<file path="config.mk">
export PLATFORM = sky130hd
export DESIGN_NAME = uarch_trace_encoder
export DESIGN_NICKNAME = d
export VERILOG_FILES = /design/src/rtl/uarch_trace_pkg.sv /design/src/rtl/uarch_trace_fifo.sv /design/src/rtl/uarch_trace_encoder.sv
export SDC_FILE = /design/constraint.sdc
export NUM_CORES = 1
export LEC_CHECK = 0
export BUFFER_PORTS_ARGS = -buffer_cell sky130_fd_sc_hd__clkbuf_2
export CORE_MARGIN = 1
export CORE_UTILIZATION = 40
export CTS_CLUSTER_DIAMETER = 120
export DETAILED_ROUTE_END_ITERATION = 12
export GPL_TIMING_DRIVEN = 0
export SLEW_MARGIN = 10
export SYNTH_ARGS = -nofsm -noshare
export SYNTH_HDL_FRONTEND = slang
export SYNTH_SLANG_ARGS = --single-unit
</file>
<file path="constraint.sdc">
create_clock -name clk -period 22.9 [get_ports clk]
set_clock_uncertainty 0.05 [all_clocks]
set_input_delay 3.435 -clock clk [delete_from_list [all_inputs] [get_ports clk]]
set_output_delay 3.435 -clock clk [all_outputs]
set_load 0.005 [all_outputs]
</file>
<file path="src/rtl/uarch_trace_pkg.sv">
// Shared types for the pipeline trace encoder: event kinds, per-stage FSM states
// and a width helper used for index-sized fields.
package uarch_trace_pkg;

  typedef enum logic [1:0] {
    SINGLE = 2'd0,
    START  = 2'd1,
    END    = 2'd2,
    ABORT  = 2'd3
  } evt_kind_e;

  typedef enum logic {
    IDLE = 1'b0,
    BUSY = 1'b1
  } stage_state_e;

  // Index width that never collapses to zero bits for single-entry ranges.
  function automatic int idx_w(input int n);
    return (n > 1) ? $clog2(n) : 1;
  endfunction

endpackage

</file>
<file path="src/rtl/uarch_trace_fifo.sv">
// Event queue: up to PORTS pre-compacted entries written per cycle, one popped.
// Entry i of push_data lands at write pointer + i; the caller never overfills.
module uarch_trace_fifo
  import uarch_trace_pkg::*;
#(
  parameter int WIDTH = 8,
  parameter int PORTS = 2,
  parameter int DEPTH = 8,
  localparam int CNT_W = $clog2(DEPTH) + 1,
  localparam int PTR_W = idx_w(DEPTH)
) (
  input  logic                        clk,
  input  logic                        rst_n,
  input  logic [CNT_W-1:0]            push_cnt,
  input  logic [PORTS-1:0][WIDTH-1:0] push_data,
  input  logic                        pop,
  output logic [WIDTH-1:0]            head,
  output logic                        valid,
  output logic [CNT_W-1:0]            count
);

  logic [WIDTH-1:0] mem [DEPTH];
  logic [PTR_W-1:0] wptr;
  logic [PTR_W-1:0] rptr;

  // DEPTH is a power of two, so the modulo reduces to a plain bit mask.
  function automatic logic [PTR_W-1:0] wrap(input int p);
    return PTR_W'(p % DEPTH);
  endfunction

  always_ff @(posedge clk) begin
    for (int i = 0; i < PORTS; i++) begin
      if (i < int'(push_cnt)) begin
        mem[wrap(int'(wptr) + i)] <= push_data[i];
      end
    end
  end

  always_ff @(posedge clk) begin
    if (!rst_n) begin
      wptr  <= '0;
      rptr  <= '0;
      count <= '0;
    end else begin
      wptr  <= wrap(int'(wptr) + int'(push_cnt));
      if (pop) begin
        rptr <= wrap(int'(rptr) + 1);
      end
      count <= count + push_cnt - CNT_W'(pop);
    end
  end

  assign valid = (count != '0);
  assign head  = valid ? mem[rptr] : '0;

endmodule

</file>
<file path="src/rtl/uarch_trace_encoder.sv">
// Pipeline trace encoder: per-stage occupancy FSMs classify events, which are
// timestamped, compacted into a shared FIFO and streamed out over valid/ready.
module uarch_trace_encoder
  import uarch_trace_pkg::*;
#(
  parameter int NUM_STAGES = 2,
  parameter int PC_W       = 32,
  parameter int TS_W       = 16,
  parameter int FIFO_DEPTH = 8,
  parameter int DROP_W     = 8,
  localparam int SW        = idx_w(NUM_STAGES)
) (
  input  logic                       clk,
  input  logic                       rst_n,
  input  logic                       trace_en_i,
  input  logic [NUM_STAGES-1:0]      stage_active_i,
  input  logic [NUM_STAGES-1:0]      stage_done_i,
  input  logic [NUM_STAGES*PC_W-1:0] stage_pc_i,
  output logic                       evt_valid_o,
  input  logic                       evt_ready_i,
  output logic [SW-1:0]              evt_stage_o,
  output logic [1:0]                 evt_kind_o,
  output logic [PC_W-1:0]            evt_pc_o,
  output logic [TS_W-1:0]            evt_ts_o,
  output logic [DROP_W-1:0]          drop_cnt_o
);

  localparam int CNT_W = $clog2(FIFO_DEPTH) + 1;
  localparam int SUM_W = DROP_W + CNT_W;

  typedef struct packed {
    logic [SW-1:0]   stage;
    evt_kind_e       kind;
    logic [PC_W-1:0] pc;
    logic [TS_W-1:0] ts;
  } evt_t;

  localparam int EVT_W = $bits(evt_t);

  stage_state_e                          state     [NUM_STAGES];
  stage_state_e                          state_nxt [NUM_STAGES];
  evt_kind_e                             kind      [NUM_STAGES];
  logic [NUM_STAGES-1:0]                 emit;
  logic [TS_W-1:0]                       ts;
  logic [DROP_W-1:0]                     drop_cnt;
  logic [DROP_W-1:0]                     drop_nxt;
  logic [SUM_W-1:0]                      drop_sum;
  logic [CNT_W-1:0]                      fifo_count;
  logic [CNT_W-1:0]                      free;
  logic [CNT_W-1:0]                      n_wr;
  logic [CNT_W-1:0]                      n_drop;
  logic [NUM_STAGES-1:0][EVT_W-1:0]      wr_data;
  evt_t                                  cur;
  logic [EVT_W-1:0]                      head_raw;
  evt_t                                  head;
  logic                                  head_valid;
  logic                                  pop;

  always_comb begin
    for (int s = 0; s < NUM_STAGES; s++) begin
      emit[s]      = 1'b0;
      kind[s]      = SINGLE;
      state_nxt[s] = IDLE;
      if (trace_en_i) begin
        case (state[s])
          IDLE: begin
            if (stage_active_i[s]) begin
              emit[s]      = 1'b1;
              kind[s]      = stage_done_i[s] ? SINGLE : START;
              state_nxt[s] = stage_done_i[s] ? IDLE : BUSY;
            end
          end
          BUSY: begin
            if (!stage_active_i[s]) begin
              emit[s] = 1'b1;
              kind[s] = ABORT;
            end else if (stage_done_i[s]) begin
              emit[s] = 1'b1;
              kind[s] = END;
            end else begin
              state_nxt[s] = BUSY;
            end
          end
          default: state_nxt[s] = IDLE;
        endcase
      end
    end
  end

  // Free space is taken before this cycle's pop, so a full FIFO drops even when draining.
  always_comb begin
    free    = CNT_W'(FIFO_DEPTH) - fifo_count;
    n_wr    = '0;
    n_drop  = '0;
    wr_data = '0;
    cur     = '0;
    for (int s = 0; s < NUM_STAGES; s++) begin
      if (emit[s]) begin
        cur.stage = SW'(s);
        cur.kind  = kind[s];
        cur.pc    = stage_pc_i[s*PC_W +: PC_W];
        cur.ts    = ts;
        if (n_wr < free) begin
          for (int j = 0; j < NUM_STAGES; j++) begin
            if (CNT_W'(j) == n_wr) begin
              wr_data[j] = cur;
            end
          end
          n_wr = n_wr + CNT_W'(1);
        end else begin
          n_drop = n_drop + CNT_W'(1);
        end
      end
    end
  end

  always_comb begin
    drop_sum = SUM_W'(drop_cnt) + SUM_W'(n_drop);
    drop_nxt = (drop_sum > SUM_W'({DROP_W{1'b1}})) ? '1 : drop_sum[DROP_W-1:0];
  end

  always_ff @(posedge clk) begin
    if (!rst_n) begin
      ts       <= '0;
      drop_cnt <= '0;
      for (int s = 0; s < NUM_STAGES; s++) begin
        state[s] <= IDLE;
      end
    end else begin
      ts       <= ts + TS_W'(1);
      drop_cnt <= drop_nxt;
      for (int s = 0; s < NUM_STAGES; s++) begin
        state[s] <= state_nxt[s];
      end
    end
  end

  uarch_trace_fifo #(
    .WIDTH (EVT_W),
    .PORTS (NUM_STAGES),
    .DEPTH (FIFO_DEPTH)
  ) u_fifo (
    .clk       (clk),
    .rst_n     (rst_n),
    .push_cnt  (n_wr),
    .push_data (wr_data),
    .pop       (pop),
    .head      (head_raw),
    .valid     (head_valid),
    .count     (fifo_count)
  );

  assign pop         = head_valid & evt_ready_i;
  assign head        = head_raw;
  assign evt_valid_o = head_valid;
  assign evt_stage_o = head.stage;
  assign evt_kind_o  = head.kind;
  assign evt_pc_o    = head.pc;
  assign evt_ts_o    = head.ts;
  assign drop_cnt_o  = drop_cnt;

endmodule

</file>
* Word level (Yosys, flattened, before mapping) *
Memories as Yosys holds them, arrays and structs flattened. A register that Yosys moved wholly into a read port is not among the register bits.
Cells that the tools add are included.

word-level totals
  bits in registers = 34
  word-level logic and storage cells = 84
  RAM bits = 410
  memories = 2
  input port bits = 72

operators by class
  equality and inequality tests = 1
  muxes and demuxes = 54
  bitwise gates (word level) = 5
  magnitude comparators = 5
  reduce and logical (&&, ||, !) cells = 2
  add/subtract/negate cells = 10

memories
  name        words  width  rd ports  clocked after memory_dff  write ports  RTL line                   source
  u_fifo.mem  8      51     1         1                         2            uarch_trace_fifo.sv:22     logic [WIDTH-1:0] mem [DEPTH];
  state       2      1      2         0                         2            uarch_trace_encoder.sv:40  stage_state_e state [NUM_STAGES];

operator list
  operator                                                    number
  2-to-1 mux 102 bit                                          2
  2-to-1 mux 51 bit                                           3
  2-to-1 mux 50 bit                                           2
  2-to-1 mux 1 bit                                            30
  adder 16 x 1 -> 16 bit (second input constant)              1
  2-to-1 mux 4 bit                                            4
  less-than comparator 1 x 4 -> 1 bit (first input constant)  3
  2-to-1 mux 2 bit                                            6
  adder 8 x 4 -> 9 bit                                        1
  > comparator 9 x 8 -> 1 bit (second input constant)         1
  adder 4 x 1 -> 4 bit (second input constant)                2
  2-to-1 mux 8 bit                                            1
  one-hot mux 2 bit (2 select lines)                          2
  adder 3 x 1 -> 3 bit (second input constant)                2
  2-to-1 mux 3 bit                                            2
  adder 4 bit                                                 1
  == test 1 x 4 -> 1 bit (first input constant)               1
  logical NOT 4 bit                                           1
  less-than comparator 4 bit                                  1
  one-hot mux 1 bit (2 select lines)                          2
  nonzero test 4 bit                                          1
  subtractor 4 x 1 -> 4 bit                                   1
  subtractor 4 bit (first input constant)                     1
  adder 3 bit                                                 1
  other kinds (3)                                             5

* Logic depth before layout (Yosys ltp) *
  depth after elaboration = 11
  mapped depth = 16

* Modules after synthesis *
From an unflattened synthesis, not the netlist that was laid out.

second synthesis, totals
  cell total of the unflattened synthesis = 1429
  area total of the unflattened synthesis = 23192.2 µm²

by module, submodules not included
  module               seq. area each (µm²)  area each (µm²)  cells each  instances
  uarch_trace_fifo     12512.0               20818.7          1138        1
  uarch_trace_encoder  520.5                 2373.5           291         1

* Worst setup path after synthesis *
Ideal clock, no wire load.

  path kind = input port to flip-flop
  start = input trace_en_i
  end = memory u_fifo.mem[0][0] (netlist bit) (enable)
  arrival = 9927 ps
  path buffers = 2
  required time = 22250 ps
  stages = 9
  slack = 12323 ps
  cells stage by stage = buf_2 -> nand3_1 -> a21o_4 -> inv_2 -> buf_12 -> ha_1 -> nand3b_1 -> o21ai_2 -> o41ai_1

RTL lines
  item             RTL line                   source
  start, declared  uarch_trace_encoder.sv:15  input logic trace_en_i,
  end, declared    uarch_trace_fifo.sv:22

==> results.py <==
metrics = {
    "final_layout": {
        "fillers": 4946,
        "antennaDiodeCount": 0,
        "drive_gt1_frac": 0.215,
        "areaGrowthSynthToFinish_pct": 16.1,
        "fin_util": 0.470,
        "nNetsFinal": 1942,
        "stdcell_count": 2638,
    },
    "clock_tree": {
        "cts.sinks": 447,
        "cts_buffers": 49,
        "cts_hold_buf": 0,
        "cts_root_buffer": "clkbuf_16",
        "clkLatencyLatePin_ps": 590,
        "cts_setup_buffers": 0,
        "clk_path_buf_depth": 3,
        "path_clk_slew_ps": 60,
        "post_cts_resized": 0,
        "cts_tree": "done",
        "cts_max_level": 2,
    },
    "pwr": {
        "power_density_mw_per_mm2": 107,
        "ir_worst_vdd_v": 0.0000577,
        "leakage_nw": 8.42,
    },
    "logic_synthesis": {
        "syn_area_mm2": 0.0223,
        "synth-async-reset-ratio": 0,
        "ys_seq_area_frac": 0.584,
        "avgSynthCellArea_um2": 13.5,
        "syn_nets": 1740,
        "synth_ff_type": "edfxtp_1",
        "synth_seq_cells": 447,
        "netlist_instances": 1648,
        "synth-edff-count": 408,
        "synth_cell_types": 55,
        "ys_warn_count": 0,
    },
    "setup_path": {
        "crit_fanout": 10,
        "critPathBufInv": 9,
        "crit_top_cell": "buf_4",
        "critical_path.endpoint_type": "flip-flop",
        "critPathSlowestCell": "clkbuf_1",
        "start_kind": "input port",
        "r2r_start": "u_fifo.count[0]$_SDFF_PN0_",
        "cp.required_ps": 23150,
        "startpoint": "stage_active_i[0]",
        "path_delay_family": "buffers and inverters",
        "critPathMaxStageDelay_ps": 410,
        "path_cells": "clkbuf_2 -> or2_2 -> nand3_1 -> a21o_4 -> inv_2 -> buf_12 -> ha_1 -> nor4bb_1 -> clkbuf_2 -> nand2_1 -> clkbuf_1 -> o41ai_2 -> buf_4 -> buf_4 -> buf_2 -> buf_4",
        "cp.arrival_ps": 7180,
        "crit_type": "in2reg",
    },
    "timing": {
        "fin_setup_tns_ps": 0,
        "fin_crit_ps": 6920,
        "maxSlewHeadroom": 0.144,
        "finalHoldViolCount": 0,
        "max_freq_mhz": 144,
        "maxSlewViolCount": 0,
        "period_share": 0.302,
        "finalSetupViolCount": 0,
        "tightest_slew_ps": 1280,
        "rsz0062_at_grt": "no",
    },
    "worst_hold_path": {
        "hp-start": "drop_cnt_o[4]$_SDFF_PN0_",
        "hp-class": "reg2reg",
    },
    "floorplan": {
        "core_region_area_mm2": 0.0551,
        "die_area_mm2": 0.0567,
        "die_x_um": 238,
        "num_rows": 86,
        "die_h_um": 238,
        "num_io_pins": 132,
        "initial_core_util": 0.405,
    },
    "routing": {
        "via_per_inst": 5.88,
        "first_pass_iters": 5,
        "wl_per_cell_um": 25.0,
        "drc": 0,
        "vias": 15500,
        "drt_iter0_drc": 1551,
        "wl_um": 65900,
        "ant_nets": 0,
    },
    "global_route": {
        "grt_pass1_vias": 15700,
        "groute.usage.overall": 0.231,
        "grt_max_degree": 21,
        "grt_pass1_wl_um": 97400,
        "antenna_found_initial": 0,
        "grt-ovfl-total": 0,
    },
    "placement": {
        "dp_cells": 2547,
        "gp_congestion": 0.795,
        "io_buffers": 98,
        "dp_hpwl_um": 44800,
    },
    "flow_run": {
        "maxCapViolCount": 0,
    },
    "status": {
        "outcome": "complete, no violations",
    },
}
-- cell type report --
type | instances | area (um2) | area share
Buffer | 174 | 880 | 0.0340
Clock buffer | 64 | 1380 | 0.0532
Clock inverter | 27 | 178 | 0.00686
Inverter | 19 | 71.3 | 0.00275
Multi-Input combinational cell | 1008 | 8410 | 0.325
Sequential cell | 447 | 13000 | 0.503
Tap cell | 748 | 936 | 0.0361
Timing Repair Buffer | 151 | 1020 | 0.0394
-- metal layers --
layer / up-vias / wire length [um] / global-route usage / part of all wire
met5: - / 0 / 0 / 0
met4: 0 / 1980 / 0.0853 / 0.030
met3: 124 / 5220 / 0.0463 / 0.079
met2: 679 / 32100 / 0.382 / 0.49
met1: 7865 / 26600 / 0.302 / 0.40
li1: 6846 / - / - / -
-- logic make-up after synthesis --
logic type,count (synthesis),synth area share
AOI/OAI and AO/OA,432,0.144
xor gates and xnor gates,31,0.0181
adders and majority gates,21,0.0127
buffers and inverters,193,0.0426
DFF,447,0.584
muxes,156,0.127
and+or+nand+nor,368,0.0716
-- report_power, final --
part | internal, mW | switching, mW | leakage, nW
Combinational | 0.369 | 0.572 | 3.54
Sequential | 1.02 | 0.0269 | 4.11
Clock | 0.445 | 0.331 | 0.769
-- flip-flops by register name (all words and copies together), names as in the netlist, named ones only --
register / flops
u_fifo.rptr: 3
u_fifo.count: 4
state: 2
u_fifo.wptr: 3
u_fifo.mem: 408
drop_cnt_o: 8
ts: 16
-- final timing paths --
| path | endpoint | slack, ps | cells after the start |
|---|---|---|---|
| worst min register to register | drop_cnt_o[4]$_SDFF_PN0_ | 460 | 1 |
| worst max-delay path | u_fifo.mem[3][22]$_DFFE_PP_ | 15980 | 16 |
| worst max register to register | u_fifo.mem[3][22]$_DFFE_PP_ | 18130 | 17 |
| worst min-delay path | drop_cnt_o[4]$_SDFF_PN0_ | 460 | 1 |
-- cells in the mapped netlist (all sizes together), types with 5 or more instances --
cell / number / area, um2
buf: 97 / 589
nor2b: 18 / 113
ha: 17 / 213
nand3: 31 / 155
a21oi: 29 / 153
inv: 19 / 71.3
o2bb2ai: 256 / 2240
nor3: 5 / 25.0
clkbuf: 77 / 290
dfxtp: 39 / 781
xor2: 12 / 105
xnor2: 19 / 298
mux4: 102 / 2300
nor2: 108 / 405
edfxtp: 408 / 12300
mux2i: 54 / 541
a31oi: 5 / 31.3
nand2: 171 / 642
and2: 8 / 50.1
o21ai: 123 / 619
-- per-stage QoR --
step	instance area [um2]	setup WS [ps]	total power, mW	hold WS (ps)
floorplan	22300	12320	1.65	410
global placement	23700	6080	1.99	415
detailed placement	24300	15410	2.00	449
CTS	25900	16030	2.77	463
global route	25900	15780	2.87	486
finish	25900	15980	2.76	460
-- placed cells by master, fill, tap and decap left out, types with 5 or more instances in the layout --
master	netlist	layout
a21oi_1	27	27
a31oi_1	5	5
nor2_1	108	108
buf_8	0	7
clkbuf_16	0	53
inv_1	18	18
o2bb2ai_1	256	256
nand2_1	171	171
xnor2_4	7	7
mux2i_1	54	54
ha_1	17	17
nor3_1	5	5
clkinv_2	0	12
clkinv_1	0	11
clkbuf_1	76	86
buf_4	0	27
xnor2_1	12	12
nor2b_1	18	18
clkbuf_2	1	99
xor2_1	12	12
buf_1	39	39
and2_1	7	7
o21ai_0	121	119
nand3_1	31	31
edfxtp_1	408	408
mux4_2	102	102
buf_2	35	47
buf_6	22	23
dfxtp_1	39	39
-- worst reg2reg max path, cell delays in order (launching register included) --
cell and delay, ps:
dfxtp_1 380, inv_1 110, ha_1 240, nor2b_1 150, a31o_2 310, a21o_4 270, inv_2 90, buf_12 210
ha_1 240, nor4bb_1 320, clkbuf_2 270, nand2_1 260, clkbuf_1 410, o41ai_2 260, buf_4 290, buf_4 190
buf_2 240, buf_4 200
Power figures use the tool's default switching activity.
